<file path="src/rtl/clk_div_duty.sv">
// ---------------------------------------------------------------------------
// clk_div_duty -- programmable clock divider with duty-cycle control.
//
// Produces a registered divided clock whose period is N clockin cycles.
// clockout is high for the first min(H, N) cycles of every period.
// A new N/H pair is loaded into shadow registers with a one-cycle load
// strobe. The shadow pair is applied only at a period boundary, or on the
// next edge while idle, so the output never shows a runt or stretched pulse.
//
// Optional feature macro: CLK_DIV_TICK_EN
//   defined   : tick is a registered one-cycle pulse at each period start
//   undefined : tick is tied to 0 and its register is not built
//
// Handshake: load is a plain one-cycle strobe with no back-pressure.
//   A load is accepted on the edge where it is sampled high. An accepted
//   load sets pending on the next edge. A rejected load (div_value < 2)
//   pulses cfg_err for exactly one cycle and leaves shadow/pending alone.
//
// Ports:
//   clockin    in   sole clock, rising edge
//   reset      in   synchronous, active-high
//   enable     in   run request. Dropping it lets the current period finish
//   load       in   capture div_value/high_count into the shadow registers
//   div_value  in   requested divisor N (2 .. 2^WIDTH-1)
//   high_count in   requested high cycles H per period
//   clockout   out  registered divided clock
//   tick       out  registered pulse in the first cycle of each period
//   pending    out  shadow configuration waiting to be applied
//   cfg_err    out  one-cycle pulse on a rejected load
// ---------------------------------------------------------------------------
module clk_div_duty #(
  parameter int WIDTH        = 8,
  parameter int DEFAULT_DIV  = 6,
  parameter int DEFAULT_HIGH = 3
) (
  input  logic             clockin,
  input  logic             reset,
  input  logic             enable,
  input  logic             load,
  input  logic [WIDTH-1:0] div_value,
  input  logic [WIDTH-1:0] high_count,
  output logic             clockout,
  output logic             tick,
  output logic             pending,
  output logic             cfg_err
);

  typedef enum logic {
    IDLE = 1'b0,
    RUN  = 1'b1
  } state_t;

  localparam logic [WIDTH-1:0] DEF_N = WIDTH'(DEFAULT_DIV);
  localparam logic [WIDTH-1:0] DEF_H = WIDTH'(DEFAULT_HIGH);
  localparam logic [WIDTH-1:0] ZERO  = '0;
  localparam logic [WIDTH-1:0] ONE   = WIDTH'(1);
  localparam logic [WIDTH-1:0] TWO   = WIDTH'(2);

  state_t           state_q, state_d;
  logic [WIDTH-1:0] cnt_q, cnt_d;
  logic [WIDTH-1:0] n_q, n_d;
  logic [WIDTH-1:0] h_q, h_d;
  logic [WIDTH-1:0] n_sh_q, n_sh_d;
  logic [WIDTH-1:0] h_sh_q, h_sh_d;
  logic             pending_d;
  logic             clockout_d;
  logic             cfg_err_d;
  logic             load_ok;
  logic             boundary;
  logic             apply;

  always_comb begin
    state_d    = state_q;
    cnt_d      = cnt_q;
    n_d        = n_q;
    h_d        = h_q;
    n_sh_d     = n_sh_q;
    h_sh_d     = h_sh_q;
    pending_d  = pending;
    cfg_err_d  = 1'b0;
    clockout_d = 1'b0;

    load_ok  = load && (div_value >= TWO);
    // Last cycle of the current period. The next edge starts a new period.
    boundary = (state_q == RUN) && (cnt_q == n_q - ONE);
    apply    = pending && ((state_q == IDLE) || boundary);

    // The registered shadow is applied first. A load on this same edge is
    // written afterwards, so it waits for the following boundary.
    if (apply) begin
      n_d       = n_sh_q;
      h_d       = h_sh_q;
      pending_d = 1'b0;
    end

    case (state_q)
      IDLE: begin
        cnt_d = ZERO;
        if (enable) state_d = RUN;
      end
      RUN: begin
        if (boundary) begin
          cnt_d = ZERO;
          // Stopping only at a boundary means a period is never cut short.
          if (!enable) state_d = IDLE;
        end else begin
          cnt_d = cnt_q + ONE;
        end
      end
      default: begin
        state_d = IDLE;
        cnt_d   = ZERO;
      end
    endcase

    if (load_ok) begin
      n_sh_d    = div_value;
      h_sh_d    = high_count;
      pending_d = 1'b1;
    end
    if (load && !load_ok) cfg_err_d = 1'b1;

    // The comparison uses the next count and the next active H, so a newly
    // applied H takes effect in the very first cycle of the new period.
    clockout_d = (state_d == RUN) && (cnt_d < h_d);
  end

  always_ff @(posedge clockin) begin
    if (reset) begin
      state_q  <= IDLE;
      cnt_q    <= ZERO;
      n_q      <= DEF_N;
      h_q      <= DEF_H;
      n_sh_q   <= DEF_N;
      h_sh_q   <= DEF_H;
      pending  <= 1'b0;
      clockout <= 1'b0;
      cfg_err  <= 1'b0;
    end else begin
      state_q  <= state_d;
      cnt_q    <= cnt_d;
      n_q      <= n_d;
      h_q      <= h_d;
      n_sh_q   <= n_sh_d;
      h_sh_q   <= h_sh_d;
      pending  <= pending_d;
      clockout <= clockout_d;
      cfg_err  <= cfg_err_d;
    end
  end

`ifdef CLK_DIV_TICK_EN
  always_ff @(posedge clockin) begin
    if (reset) tick <= 1'b0;
    else       tick <= (state_d == RUN) && (cnt_d == ZERO);
  end
`else
  assign tick = 1'b0;
`endif

endmodule

</file>
<file path="config.mk">
export PLATFORM = sky130hd
export DESIGN_NAME = clk_div_duty
export DESIGN_NICKNAME = d
export VERILOG_FILES = /design/src/rtl/clk_div_duty.sv
export SDC_FILE = /design/constraint.sdc
export NUM_CORES = 1
export LEC_CHECK = 0
export ABC_AREA = 1
export CAP_MARGIN = 20
export CELL_PAD_IN_SITES_DETAIL_PLACEMENT = 0
export CELL_PAD_IN_SITES_GLOBAL_PLACEMENT = 1
export CORE_MARGIN = 3
export CORE_UTILIZATION = 36
export CTS_CLUSTER_SIZE = 28
export DETAILED_ROUTE_END_ITERATION = 12
export GPL_TIMING_DRIVEN = 0
export PLACE_DENSITY = 0.85
export SYNTH_ARGS = -nofsm -noshare
export SYNTH_HDL_FRONTEND = slang
export SYNTH_SLANG_ARGS = --single-unit
</file>
<file path="constraint.sdc">
create_clock -name clockin -period 2.6 [get_ports clockin]
set_clock_uncertainty 0.05 [all_clocks]
set_input_delay 0.65 -clock clockin [delete_from_list [all_inputs] [get_ports clockin]]
set_output_delay 0.65 -clock clockin [all_outputs]
set_load 0.02 [all_outputs]
</file>
==> Implementation_results.wiki <==
{| class="wikitable"
! Metric !! Value
|-
| Die area || 6724 sq um
|-
| Total clock sinks || 44
|-
| Hold worst-path end || n_sh_q[2]$_SDFFE_PP1P_
|-
| Post-synth EDFFs || 0
|-
| Routed WL || 4435 microns
|-
| Leakage dissipation || 1.136 nW
|-
| Internal Pwr Total || 1.097 mW
|-
| Longest Clk Path Bufs || 2
|-
| Fraction of layout instances using a drive strength above 1 || 15.65%
|-
| Clock slew at the register clock pins of the worst setup and hold paths || 80 ps
|-
| Async set or reset register ratio after synthesis || 0%
|-
| Cell count after placement || 369
|-
| Hold path startpoint || n_sh_q[2]$_SDFFE_PP1P_
|-
| Placement-stage cell area || 2380 sq um
|-
| Area growth syn-to-layout || 27.92%
|-
| Overflow left after global routing || 0
|-
| Crit Reg-Reg Startpoint || n_q[0]$_SDFFE_PP0P_
|-
| Main flop type after synthesis || dfxtp_1
|-
| Number of non-filler instances in the completed layout || 385
|-
| Worst Setup Path Type || input port to flip-flop
|-
| Total area of sequential cells || 883.3 sq um
|-
| Std cell rows || 27
|-
| Power per Cell Area || 550.8 nW/um^2
|-
| Max-Slew Margin vs Limit || 65.65%
|-
| Mapped Nets || 305
|-
| Post-route cell area || 2660 sq um
|-
| Crit path setup slack, layout || 180.7 ps
|-
| Worst hold margin || 409.1 ps
|-
| Startpoint class of the critical path || input port
|-
| Floorplan die height || 82 microns
|-
| Pin count of the biggest net entering global routing || 19
|-
| Area contributors post-synth || dfxtp_1 (42%), nor2_1 (10%), nand2_1 (8.3%)
|-
| Fraction of power consumed by combinational cells || 14.8%
|-
| Die span in x || 82 microns
|-
| End of the worst register-to-register path || clockout$_SDFF_PP0_
|-
| Half-perimeter wire length of the detailed placement result || 3300 microns
|-
| RD Place Congestion || 0.7592
|-
| Number of antenna violations at the first check in global routing || 0
|-
| Number of design rule violations left after detail routing || 0
|-
| Run status || finished, final reports clean
|-
| Violation count after the first detailed-route iteration || 66
|-
| Area fraction of the dominant cell type after synthesis || 42.36%
|-
| Cell count of the worst hold path || 2
|-
| Post-synth top area cell || dfxtp_1
|-
| Global-route wire length before repair || 7376 microns
|-
| Total inserted antenna cells || 0
|-
| Reg2Reg Depth || 16
|-
| Worst Path Required || 2730 ps
|-
| Vias per cell || 4.642
|-
| Final number of setup-violating endpoints || 0
|-
| Clock latency on the worst-skew pair || 290 ps
|-
| Port-buffer cells || 21
|-
| Routed WL per cell || 11.52 microns
|-
| Number of buffers inserted during clock tree synthesis || 5
|-
| Number of top-level pins || 24
|-
| R2R Setup Slk || 200 ps
|-
| Number of different library cells in the post-synthesis netlist || 30
|-
| Routed via count || 1787
|-
| TritonCTS clock tree || done
|-
| Total area of multi-input combinational cells || 1179 sq um
|-
| Core Region || 5540 sq um
|-
| Iteration count of the initial detailed-routing pass || 4
|-
| Final Max Tran Viols || 0
|-
| Sequential power share || 50.4%
|-
| Transition time at the pin with the least slew margin || 513.4 ps
|-
| Tightest Hold Check Type || flip-flop to flip-flop
|-
| Clock network fraction of design power || 34.8%
|-
| F_max || 0.4134 GHz
|-
| Synthesized area per cell || 7.534 sq um
|-
| Initial core utilization || 37.53%
|-
| Maximum net fanout on the critical path || 10
|-
| Post-layout net count || 341
|-
| Portion of the clock cycle consumed by the worst path in the final layout || 93.05%
|-
| Overall power || 1.465 mW
|-
| Peak supply drop || 0.3309 mV
|-
| WP data arrival || 2550 ps
|-
| FF+latch count, synth || 44
|-
| Number of routed nets with antenna violations || 0
|-
| Fraction of power spent switching nets || 25.11%
|-
| Hold-fix buffers at CTS || 0
|-
| Fill cell instance count of the final layout || 582
|-
| GRT Resource Usage Total || 14.24%
|-
| Via count of the first global-routing pass || 1608
|-
| Level count of the clock H-tree || 2
|-
| Root cell of the clock tree || clkbuf_8
|-
| Yosys warning count || 0
|-
| Register area share after synthesis || 42.36%
|-
| Setup slack after placement || -165.5 ps
|-
| Time the worst path needs with I/O delays and setup || 2419 ps
|-
| Maximum capacitance violations || 0
|-
| Netlist Area Pre-Place || 2079 sq um
|-
| Endpoint kind of the worst setup timing path || flip-flop
|-
| Final Hold Violating Endpoints || 0
|-
| Number of instances in the synthesized netlist || 276
|-
| Psw || 0.3680 mW
|}
[synth_stat cells, types with 2 or more instances]
cell type / instances
a21oi_1: 11
and3_1: 2
buf_4: 2
clkbuf_1: 5
dfxtp_1: 44
ha_1: 9
inv_1: 20
inv_2: 3
mux2i_1: 6
nand2_1: 46
nand2_2: 4
nand3_1: 13
nor2_1: 57
nor2_2: 2
nor3_1: 8
o211ai_1: 4
o21ai_0: 20
xnor2_1: 3
xor2_1: 6
[metrics by stage]
stage	util [%]	setup TNS (ps)
floorplan	-	0
global placement	42.95	-1286
detailed placement	42.95	-1157
CTS	45.33	0
global route	48.01	-18.26
finish	48.01	0
[cell usage in the layout (no fill, tap or decap), drive strengths merged]
cell type	netlist	final
a21oi	12	12
and3	2	2
buf	4	10
bufinv	0	1
clkbuf	5	12
clkdlybuf4s50	0	21
clkinv	0	1
conb	1	1
dfxtp	44	44
ha	9	9
inv	23	23
mux2i	7	7
nand2	52	53
nand3	13	13
nand3b	1	1
nor2	59	59
nor3	8	8
nor4	1	1
o211ai	4	4
o21ai	20	20
or2	1	1
or4	1	1
xnor2	3	3
xor2	6	6
[how the worst max path moves through the flow]
stage,from,end,slack (ps),cells past startpoint
global route,n_q[0]$_SDFFE_PP0P_,clockout$_SDFF_PP0_,-20,18
finish,div_value[7],n_sh_q[6]$_SDFFE_PP0P_,180,7
floorplan,n_q[0]$_SDFFE_PP0P_,clockout$_SDFF_PP0_,150,15
global placement,n_q[0]$_SDFFE_PP0P_,clockout$_SDFF_PP0_,-150,15
CTS,n_q[1]$_SDFFE_PP1P_,clockout$_SDFF_PP0_,30,15
detailed placement,n_q[0]$_SDFFE_PP0P_,clockout$_SDFF_PP0_,-170,15
[sequential cells by signal, summed over array words and instances (netlist names)]
name and flops:
h_sh_q 8, clockout 1, state_q 1, n_q 8, cfg_err 1, h_q 8
n_sh_q 8, pending 1, cnt_q 8
[worst max-delay path: stages]
cell             delay, ps
clkdlybuf4s50_1        410
or4_1                  550
nor4_1                 230
nor2_1                 200
clkbuf_1               240
o21ai_0                210
nor2_1                  60
[per-layer routing]
metal  vias to the layer above  share of wire (%)  GRT usage [%]
li1                        964                  -              -
met1                       788                 47          17.99
met2                        26                 48          24.31
met3                         9                3.2          2.741
met4                         0                2.0          4.485
met5                         -                  0              0
[cells by family (layout without fill, tap and decap cells)]
logic type | after synthesis | after routing | share of synthesized area [%]
multiplexers | 7 | 7 | 3.550
other | 1 | 1 | 0.1803
adder cells (fa/ha/maj) | 9 | 9 | 5.415
AND/OR/NAND/NOR | 138 | 139 | 28.88
AO/OA/AOI/OAI | 36 | 36 | 9.326
flip-flops | 44 | 44 | 42.36
buffers and inverters | 32 | 68 | 6.498
XOR/XNOR | 9 | 9 | 3.791
[layout make-up]
cell class / count / area share, %
multi-input combinational: 201 / 44.31
sequential: 44 / 33.21
timing repair buffer: 29 / 10.16
tap: 72 / 3.387
inverter: 23 / 3.340
clock buffer: 6 / 2.728
buffer: 8 / 1.552
clock inverter: 2 / 1.317
[what timing repair did]
action                                 4_1_cts  5_1_grt
setup endpoints to repair                    1        1
pin swaps                                    3        3
setup buffers                                3        5
cloned                                       0        1
endpoints found under the hold margin        0        0
gates resized for setup                      5       19
[power groups by stage]
stage          Combinational [mW]  Clock, mW  Sequential [mW]
2_1_floorplan               0.127          0            0.745
3_3_place_gp                0.188          0            0.749
3_5_place_dp                0.191          0            0.749
4_1_cts                     0.196      0.515            0.734
5_1_grt                     0.248      0.550            0.743
6_report                    0.217      0.510            0.738
Note: power is estimated with default switching activity, not from simulation.
